File: src/rtl/mc_ctrl_fsm.sv
// rtl/mc_ctrl_fsm.sv - multi-cycle CPU control FSM with ack handshakes, timeouts, overflow trap and resumable halt
//
// Decodes OP/func and sequences IF/ID/EXE/MEM/WB, driving PC, regfile, ALU and
// data-memory controls. Memory phases wait on i_ack/d_ack; a stalled access
// traps to the exception vector after 2**TMO_W-1 cycles.
//
// Ports:
//   CLK, RST            clock (rising edge), asynchronous active-high reset
//   OP, func            opcode and R-type function field from IR
//   zero, sign          ALU flags, sampled in EXEb
//   overflow            ALU signed overflow, sampled in EXEa
//   i_ack, d_ack        instruction / data memory handshakes
//   resume              pulse that leaves HLT
//   PCWre..mWR          datapath strobes and selects
//   ALUOp, RegDst       ALU operation, register destination select
//   PCSrc               00 +4, 01 branch, 10 exception vector, 11 jump
//   state, HALT, exc    current state, halted flag, exception pulse
//   exc_cause           00 none, 01 overflow, 10 imem timeout, 11 dmem timeout
module mc_ctrl_fsm #(
    parameter int TMO_W       = 4,
    parameter bit OVF_TRAP    = 1'b1,
    parameter bit HALT_RESUME = 1'b1
) (
    input  logic       CLK,
    input  logic       RST,
    input  logic [5:0] OP,
    input  logic [5:0] func,
    input  logic       zero,
    input  logic       sign,
    input  logic       overflow,
    input  logic       i_ack,
    input  logic       d_ack,
    input  logic       resume,
    output logic       PCWre,
    output logic       IRWre,
    output logic       RegWre,
    output logic       ALUSrcA,
    output logic       ALUSrcB,
    output logic       DBDataSrc,
    output logic       ExtSel,
    output logic       mRD,
    output logic       mWR,
    output logic [2:0] ALUOp,
    output logic [1:0] RegDst,
    output logic [1:0] PCSrc,
    output logic [3:0] state,
    output logic       HALT,
    output logic       exc,
    output logic [1:0] exc_cause
);

    localparam logic [3:0] S_IF    = 4'b0000;
    localparam logic [3:0] S_ID    = 4'b0001;
    localparam logic [3:0] S_EXELS = 4'b0010;
    localparam logic [3:0] S_MEM   = 4'b0011;
    localparam logic [3:0] S_WBM   = 4'b0100;
    localparam logic [3:0] S_EXEB  = 4'b0101;
    localparam logic [3:0] S_EXEA  = 4'b0110;
    localparam logic [3:0] S_WBA   = 4'b0111;
    localparam logic [3:0] S_HLT   = 4'b1000;
    localparam logic [3:0] S_EXC   = 4'b1001;

    localparam logic [5:0] OP_R     = 6'h00;
    localparam logic [5:0] OP_BLTZ  = 6'h01;
    localparam logic [5:0] OP_J     = 6'h02;
    localparam logic [5:0] OP_BEQ   = 6'h04;
    localparam logic [5:0] OP_BNE   = 6'h05;
    localparam logic [5:0] OP_ADDI  = 6'h08;
    localparam logic [5:0] OP_ADDIU = 6'h09;
    localparam logic [5:0] OP_SLTI  = 6'h0a;
    localparam logic [5:0] OP_ANDI  = 6'h0c;
    localparam logic [5:0] OP_ORI   = 6'h0d;
    localparam logic [5:0] OP_LW    = 6'h23;
    localparam logic [5:0] OP_SW    = 6'h2b;
    localparam logic [5:0] OP_HALT  = 6'h3f;

    localparam logic [5:0] F_SLL  = 6'h00;
    localparam logic [5:0] F_ADD  = 6'h20;
    localparam logic [5:0] F_SUB  = 6'h22;
    localparam logic [5:0] F_SUBU = 6'h23;
    localparam logic [5:0] F_AND  = 6'h24;
    localparam logic [5:0] F_OR   = 6'h25;
    localparam logic [5:0] F_SLT  = 6'h2a;

    // The current wait cycle is the (2**TMO_W-1)th once the counter shows one less.
    localparam logic [TMO_W-1:0] CNT_MAX  = '1;
    localparam logic [TMO_W-1:0] CNT_LAST = CNT_MAX - 1'b1;

    logic [3:0]       state_n;
    logic [1:0]       cause_n;
    logic [TMO_W-1:0] wait_cnt;
    logic             timeout;

    logic is_lw, is_sw, is_j, is_halt, is_branch, is_add_sub, taken;
    logic dec_srca, dec_srcb, dec_ext, dp_active;
    logic [2:0] dec_aluop;
    logic [1:0] dec_regdst;

    assign is_lw      = (OP == OP_LW);
    assign is_sw      = (OP == OP_SW);
    assign is_j       = (OP == OP_J);
    assign is_halt    = (OP == OP_HALT);
    assign is_branch  = (OP == OP_BEQ) || (OP == OP_BNE) || (OP == OP_BLTZ);
    assign is_add_sub = (OP == OP_R) && ((func == F_ADD) || (func == F_SUB));
    assign taken      = ((OP == OP_BEQ) && zero) || ((OP == OP_BNE) && !zero) ||
                        ((OP == OP_BLTZ) && sign);
    assign timeout    = (wait_cnt == CNT_LAST);

    // Instruction decode table.
    always_comb begin
        dec_srca   = 1'b0;
        dec_srcb   = 1'b0;
        dec_ext    = 1'b0;
        dec_aluop  = 3'b000;
        dec_regdst = 2'b00;
        case (OP)
            OP_R: begin
                dec_regdst = 2'b01;
                case (func)
                    F_SUB, F_SUBU: dec_aluop = 3'b001;
                    F_AND:         dec_aluop = 3'b100;
                    F_OR:          dec_aluop = 3'b011;
                    F_SLT:         dec_aluop = 3'b101;
                    F_SLL: begin
                        dec_aluop = 3'b010;
                        dec_srca  = 1'b1;
                    end
                    default:       dec_aluop = 3'b000;
                endcase
            end
            OP_ADDI, OP_ADDIU, OP_LW, OP_SW: begin
                dec_srcb = 1'b1;
                dec_ext  = 1'b1;
            end
            OP_SLTI: begin
                dec_srcb  = 1'b1;
                dec_ext   = 1'b1;
                dec_aluop = 3'b101;
            end
            OP_ANDI: begin
                dec_srcb  = 1'b1;
                dec_aluop = 3'b100;
            end
            OP_ORI: begin
                dec_srcb  = 1'b1;
                dec_aluop = 3'b011;
            end
            OP_BEQ, OP_BNE, OP_BLTZ: begin
                dec_ext   = 1'b1;
                dec_aluop = 3'b001;
            end
            default: ;
        endcase
    end

    // Decode-driven selects are quiet outside the instruction body.
    assign dp_active = (state != S_IF) && (state != S_HLT) && (state != S_EXC);
    assign ALUSrcA   = dp_active && dec_srca;
    assign ALUSrcB   = dp_active && dec_srcb;
    assign ALUOp     = dp_active ? dec_aluop : 3'b000;
    assign RegDst    = dp_active ? dec_regdst : 2'b00;
    assign ExtSel    = dec_ext;

    always_comb begin
        state_n = state;
        cause_n = exc_cause;
        case (state)
            S_IF: begin
                if (i_ack) begin
                    state_n = S_ID;
                end else if (timeout) begin
                    state_n = S_EXC;
                    cause_n = 2'b10;
                end
            end
            S_ID: begin
                if (is_branch)           state_n = S_EXEB;
                else if (is_lw || is_sw) state_n = S_EXELS;
                else if (is_j)           state_n = S_IF;
                else if (is_halt)        state_n = S_HLT;
                else                     state_n = S_EXEA;
            end
            S_EXEA: begin
                if (OVF_TRAP && overflow && is_add_sub) begin
                    state_n = S_EXC;
                    cause_n = 2'b01;
                end else begin
                    state_n = S_WBA;
                end
            end
            S_EXELS: state_n = S_MEM;
            S_MEM: begin
                if (d_ack) begin
                    state_n = is_lw ? S_WBM : S_IF;
                end else if (timeout) begin
                    state_n = S_EXC;
                    cause_n = 2'b11;
                end
            end
            S_HLT: begin
                if (HALT_RESUME && resume) state_n = S_IF;
            end
            default: state_n = S_IF;
        endcase
    end

    // exc_cause is loaded on entry to EXC so it is already valid during the exc pulse.
    always_ff @(posedge CLK or posedge RST) begin
        if (RST) begin
            state     <= S_IF;
            wait_cnt  <= '0;
            exc_cause <= 2'b00;
        end else begin
            state     <= state_n;
            exc_cause <= cause_n;
            if (state_n != state) begin
                wait_cnt <= '0;
            end else if (((state == S_IF) || (state == S_MEM)) && (wait_cnt != CNT_MAX)) begin
                wait_cnt <= wait_cnt + 1'b1;
            end
        end
    end

    always_comb begin
        PCWre     = 1'b0;
        IRWre     = 1'b0;
        RegWre    = 1'b0;
        mRD       = 1'b0;
        mWR       = 1'b0;
        DBDataSrc = 1'b0;
        PCSrc     = 2'b00;
        HALT      = 1'b0;
        exc       = 1'b0;
        case (state)
            S_IF: IRWre = i_ack;
            S_ID: begin
                if (is_j) begin
                    PCWre = 1'b1;
                    PCSrc = 2'b11;
                end
            end
            S_EXEB: begin
                PCWre = 1'b1;
                if (taken) PCSrc = 2'b01;
            end
            S_MEM: begin
                mRD   = is_lw;
                mWR   = is_sw;
                PCWre = d_ack && is_sw;
            end
            S_WBA: begin
                RegWre = 1'b1;
                PCWre  = 1'b1;
            end
            S_WBM: begin
                RegWre    = 1'b1;
                PCWre     = 1'b1;
                DBDataSrc = 1'b1;
            end
            S_HLT: begin
                HALT  = 1'b1;
                PCWre = resume && HALT_RESUME;
            end
            S_EXC: begin
                exc   = 1'b1;
                PCWre = 1'b1;
                PCSrc = 2'b10;
            end
            default: ;
        endcase
    end

endmodule

File: config.mk
export PLATFORM = sky130hd
export DESIGN_NAME = mc_ctrl_fsm
export DESIGN_NICKNAME = d
export VERILOG_FILES = /design/src/rtl/mc_ctrl_fsm.sv
export SDC_FILE = /design/constraint.sdc
export NUM_CORES = 1
export LEC_CHECK = 0
export ABC_AREA = 1
export CORE_ASPECT_RATIO = 0.5
export CORE_UTILIZATION = 45
export DETAILED_ROUTE_END_ITERATION = 10
export PLACE_DENSITY = 0.86
export RECOVER_POWER = 50
export SLEW_MARGIN = 15
export SYNTH_ARGS = -nofsm -noshare
export SYNTH_HDL_FRONTEND = slang
export SYNTH_SLANG_ARGS = --single-unit
export TNS_END_PERCENT = 10
File: constraint.sdc
create_clock -name CLK -period 3 [get_ports CLK]
set_clock_uncertainty 0.05 [all_clocks]
set_input_delay 0.6 -clock CLK [delete_from_list [all_inputs] [get_ports CLK]]
set_output_delay 0.6 -clock CLK [all_outputs]
set_load 0.005 [all_outputs]
== Word-level counts from Yosys, hierarchy flattened ==
Index checks and enable logic that the tools add are counted.
Operators by class
  add/sub/neg operators: 1
  $mul: 0
  divide/modulo/power cells: 0
  magnitude comparators: 0
  equal/unequal tests: 37
  shift-type cells: 0
  muxes and demuxes: 40
  bitwise logic cells: 0
  reductions and logical operators: 32
Operators with widths (count)
  equality test 6 bit, second input constant: 9
  2-to-1 mux 4 bit: 11
  equality test 6 x 4 -> 1 bit, second input constant: 5
  case mux 3 bit (5 select lines): 2
  case mux 4 bit (6 select lines): 1
  equality test 4 x 3 -> 1 bit, second input constant: 4
  2-to-1 mux 1 bit: 14
  2-to-1 mux 2 bit: 7
  equality test 4 bit, second input constant: 3
  equality test 6 x 3 -> 1 bit, second input constant: 2
  logical NOT 6 bit: 2
  inequality test 4 bit, second input constant: 3
  case mux 2 bit (3 select lines): 2
  logical AND 1 bit: 11
  inequality test 2 bit, second input constant: 5
  equality test 4 x 2 -> 1 bit, second input constant: 2
  OR reduction 8 bit: 1
  logical OR 1 bit: 7
  OR reduction 7 bit: 1
  equality test 6 x 1 -> 1 bit, second input constant: 1
  equality test 6 x 2 -> 1 bit, second input constant: 1
  2-to-1 mux 3 bit: 2
  AND reduction 6 bit: 1
  adder 4 x 1 -> 4 bit, second input constant: 1
  11 further kinds: 12
Word-level totals
  bits in registers: 10
  bits in latches: 0
  memory bits (writable): 0
  bits in read-only memories: 0
  word-level logic and storage cells: 113
  memories kept: 0

== Depth between registers and ports, before layout ==
  word-level depth: 8
  mapped depth: 13

== Least setup slack after synthesis ==
OpenSTA, ideal clock, no wires.
  path type: in2out
  from: input port OP[5]
  to: output port ALUSrcB
  arrival time: 1.313 ns
  data required time: 2.350 ns
  path slack: 1.037 ns
  cell stages on the path: 5
  buffers on the path: 0
  cell sequence: nor2_4 nand2_1 nor3_1 nor2_1 a21oi_1
Between the ends
  longest elaborated chain between the ends: 4
  elaborated cells between the ends (all ways): 10
Ends and longest elaborated chain
  start, declared: line 26  | input logic [5:0] OP,
  equality test 6 bit / equality test 6 x 4 -> 1 bit (equally long branches): line 116  | case (OP)
  OR reduction 7 bit (no source line) (*)
  2-to-1 mux 1 bit (*): line 116
  logical AND 1 bit (*): line 159  | assign ALUSrcB = dp_active && dec_srcb;
  end, declared: line 38  | output logic ALUSrcB,
Every way passes the cells marked *; elsewhere a longest branch is shown, timed or not.

== Worst setup path after layout ==
  from: input port OP[5]
  to: output port ALUOp[0]
Between the ends
  longest elaborated chain between the ends: 4
  elaborated cells between the ends (all ways): 10
Ends and longest elaborated chain
  equality test 6 x 3 -> 1 bit / equality test 6 x 1 -> 1 bit (equally long branches): line 116
  OR reduction 3 bit: line 116
  case mux 3 bit (5 select lines) (*): line 116
  2-to-1 mux 3 bit (*): line 160  | assign ALUOp = dp_active ? dec_aluop : 3'b000;
  end, declared: line 43  | output logic [2:0] ALUOp,
Marks and branches as above.

==> out/results.tsv <==
metric	value	unit
status	finished, violations left	
failing checks	design-rule violations	
CP max stage cell	clkdlybuf4s50_1	
clk_lat worst skew	0.23	ns
Die Area	2980	um^2
CORE AREA	2600	um^2
startpoint types	primary input	
Crit path max-delay family	buffers and inverters	
overall routed net length	3370	um
wire per inst	11.3	um
WP buf/inv	3	
Mapped Area	1240	um^2
CTS tree	done	
share of power burned in registers	0.209	
max-slew violations	0	
sequential share of the synthesized area	0.202	
Net Sw Frac	0.473	
Critical R2R Capture	wait_cnt[0]	
worst vdd ir	0.230	mV
Final min period	2.96	ns
# Max-Cap Violations	0	
Routed Antenna Nets	0	
clock sink total	10	
Worst Setup Slack, final	0.0377	ns
clock buffer count from CTS	3	
R2R depth	13	
clock-pin slew on the worst setup and hold paths	0.05	ns
R2R setup slack	1.04	ns
unrepaired setup endpoints after global routing	true	
Hold Path Depth	2	
Cells after DPL	293	
Mapped Cells	205	
r2r startpoint	wait_cnt[0]	
Synth area leaders	dfrtp_1 20%, nand2_1 11%, nor2_1 10%, inv_1 9.1%, nand3_1 8.9%	
combinational power share	0.627	
io pins	44	
Initial Utilization	0.476	
1st-iter DRT viols	174	
Yosys reg bits	10	
Syn Area/Cell	6.05	um^2
Leakage Power	0.000911	uW
Pint	531	uW
final non-filler cell total	297	
Worst Path Required	2.35	ns
CP max FO	5	
number of global-route vias before repair	1323	
vias per cell	5.01	
Area Overhead vs Synth	48.9	%
Hold Path End	exc_cause[1]	
Setup CP Type	in -> out	
htree depth	1	
layout cells sized above 1	0.192	
Ant. Diodes	0	
chip width	76.2	um
Chip Height	39.1	um
CP Cell Sequence	clkdlybuf4s50_1, nor2_4, buf_4, nand3_1, nand2_1, a31oi_1, a21oi_1, clkdlybuf4s50_1	
Final GP Congestion	0.909	
drc violations	2	
Pwr Density	546	nW/um^2
largest stage delay on the critical path	0.51	ns
Initial DRT Pass Iterations	7	
min-delay src	exc_cause[1]	
Clock power frac	0.164	
Final nets	283	
first-pass GRT wire length	5800	um
initial antenna violation count	0	
HP Class	reg -> reg	
Cell variety after synth	26	
Yosys top cell by area	dfrtp_1	
pre-CTS setup slack	-0.0264	ns
number of post-CTS setup repair buffers	0	
Levels on crit path	8	
dpl hpwl	2810	um
Max Fclk	0.338	GHz
Setup Viol. Count Final	0	
Rows	13	
Psw	478	uW
Final Hold Viols	0	
maximum number of pins on one net before global-route repair	11	
Tot GR Track Use	0.251	
clock buffer depth	2	
IO Port Bufs	42	
Most common cell on crit path	clkdlybuf4s50_1	
global route overflow	0	
CTS root buf	clkbuf_8	
period utilisation layout	0.987	
Crit. End Element	output pin	
CP arrival	2.31	ns
Ys Warns	0	
share of the synthesized area in the top cell type	0.202	
via count	1489	
Syn Nets	227	
[registers in the layout, indices dropped and copies added, names as in the netlist]
signal,cells
state,4
wait_cnt,4
exc_cause,2
[worst max path at each step]
| stage | start | endpoint | slack [ns] |
|---|---|---|---|
| after floorplan | OP[5] | ALUSrcB | 1.04 |
| after global placement | OP[0] | PCSrc[0] | 0.01 |
| after detailed placement | OP[3] | PCWre | -0.03 |
| after CTS | OP[1] | PCWre | 0.002 |
| after global routing | OP[1] | ALUOp[0] | -0.12 |
| final | OP[5] | ALUOp[0] | 0.04 |
[area by class of cell]
class	count	area [um^2]
Tap cell	37	46.3
Inverter	39	146
Timing Repair Buffer	52	500
Multi-Input combinational cell	155	848
Sequential cell	10	250
Fill cell	225	756
Clock buffer	4	55.1
[worst register-to-register path: stages (launching register included)]
cell	delay [ns]
dfrtp_1	0.39
inv_1	0.10
ha_1	0.21
nand3_1	0.18
nand2_1	0.13
inv_1	0.07
nor2_1	0.05
nor2_1	0.11
nand3_2	0.13
nand2_1	0.08
nand2_1	0.06
nor2_1	0.12
nand2_2	0.10
nor2_1	0.09
[placed cells by master, fill, tap and decap left out]
cell type	instances
nor3_2	2
ha_1	2
inv_2	8
nand2_4	4
xor2_1	2
o2111ai_1	1
nand2_2	5
a21oi_1	10
nand4_1	11
o21ai_0	3
nand2_1	36
nor2_2	8
conb_1	1
dlygate4sd3_1	6
buf_4	10
clkbuf_8	4
o211ai_1	1
nor2_1	30
o311ai_1	1
xnor2_1	1
dfrtp_1	10
nand3_1	22
nand3_2	3
clkdlybuf4s50_1	34
dlymetal6s2s_1	2
nor2_4	6
nor3_1	4
inv_1	30
clkinv_1	1
a31oi_1	2
[cell families after synthesis]
family	Yosys count	synth area share
AO/OA/AOI/OAI	18	0.0827
XOR/XNOR	3	0.0212
adder cells (fa/ha/maj)	2	0.0202
buffers and inverters	40	0.124
flip-flops	10	0.202
other	1	0.00302
AND/OR/NAND/NOR	131	0.547
[routing by layer]
metal | track usage | vias up | wire (um)
met3 | 0.0141 | 2 | 165
li1 | - | 775 | -
met1 | 0.334 | 674 | 1580
met2 | 0.455 | 38 | 1610
met4 | 0.0721 | 0 | 17
met5 | 0 | - | 0
[per-stage QoR]
step           hold WS (ns)  utilization  setup TNS, ns  instance area, um^2  total power [uW]
6_report              0.434        0.710              0                 1850              1010
3_5_place_dp          0.426        0.682        -0.0460                 1770               843
3_3_place_gp          0.421        0.682              0                 1770               830
2_1_floorplan         0.390            -              0                 1240               627
4_1_cts               0.439        0.707              0                 1840              1020
5_1_grt               0.457        0.710         -0.278                 1850              1100
[power by group through the flow]
| stage | Sequential, uW | Clock (uW) | Combinational (uW) |
|---|---|---|---|
| 2_1_floorplan | 202 | 0 | 425 |
| 3_3_place_gp | 212 | 0 | 618 |
| 3_5_place_dp | 211 | 0 | 632 |
| 4_1_cts | 211 | 172 | 635 |
| 5_1_grt | 219 | 179 | 705 |
| 6_report | 211 | 166 | 632 |
[what timing repair did]
action	4_1_cts	5_1_grt
setup endpoints to repair	3	9
pin swaps	0	2
gates resized for setup	4	3
hold buffers	0	0
[cell usage after synthesis (all sizes together)]
library cell and count:
nand2 45, nor2 44, inv 38, nand3 25, nand4 11, a21oi 10, dfrtp 10, nor3 6
o21ai 3, a31oi 2, ha 2, xor2 2, buf 1, clkinv 1, conb 1, o2111ai 1
o211ai 1, o311ai 1, xnor2 1
No activity file was read; power rests on OpenSTA's default activity.
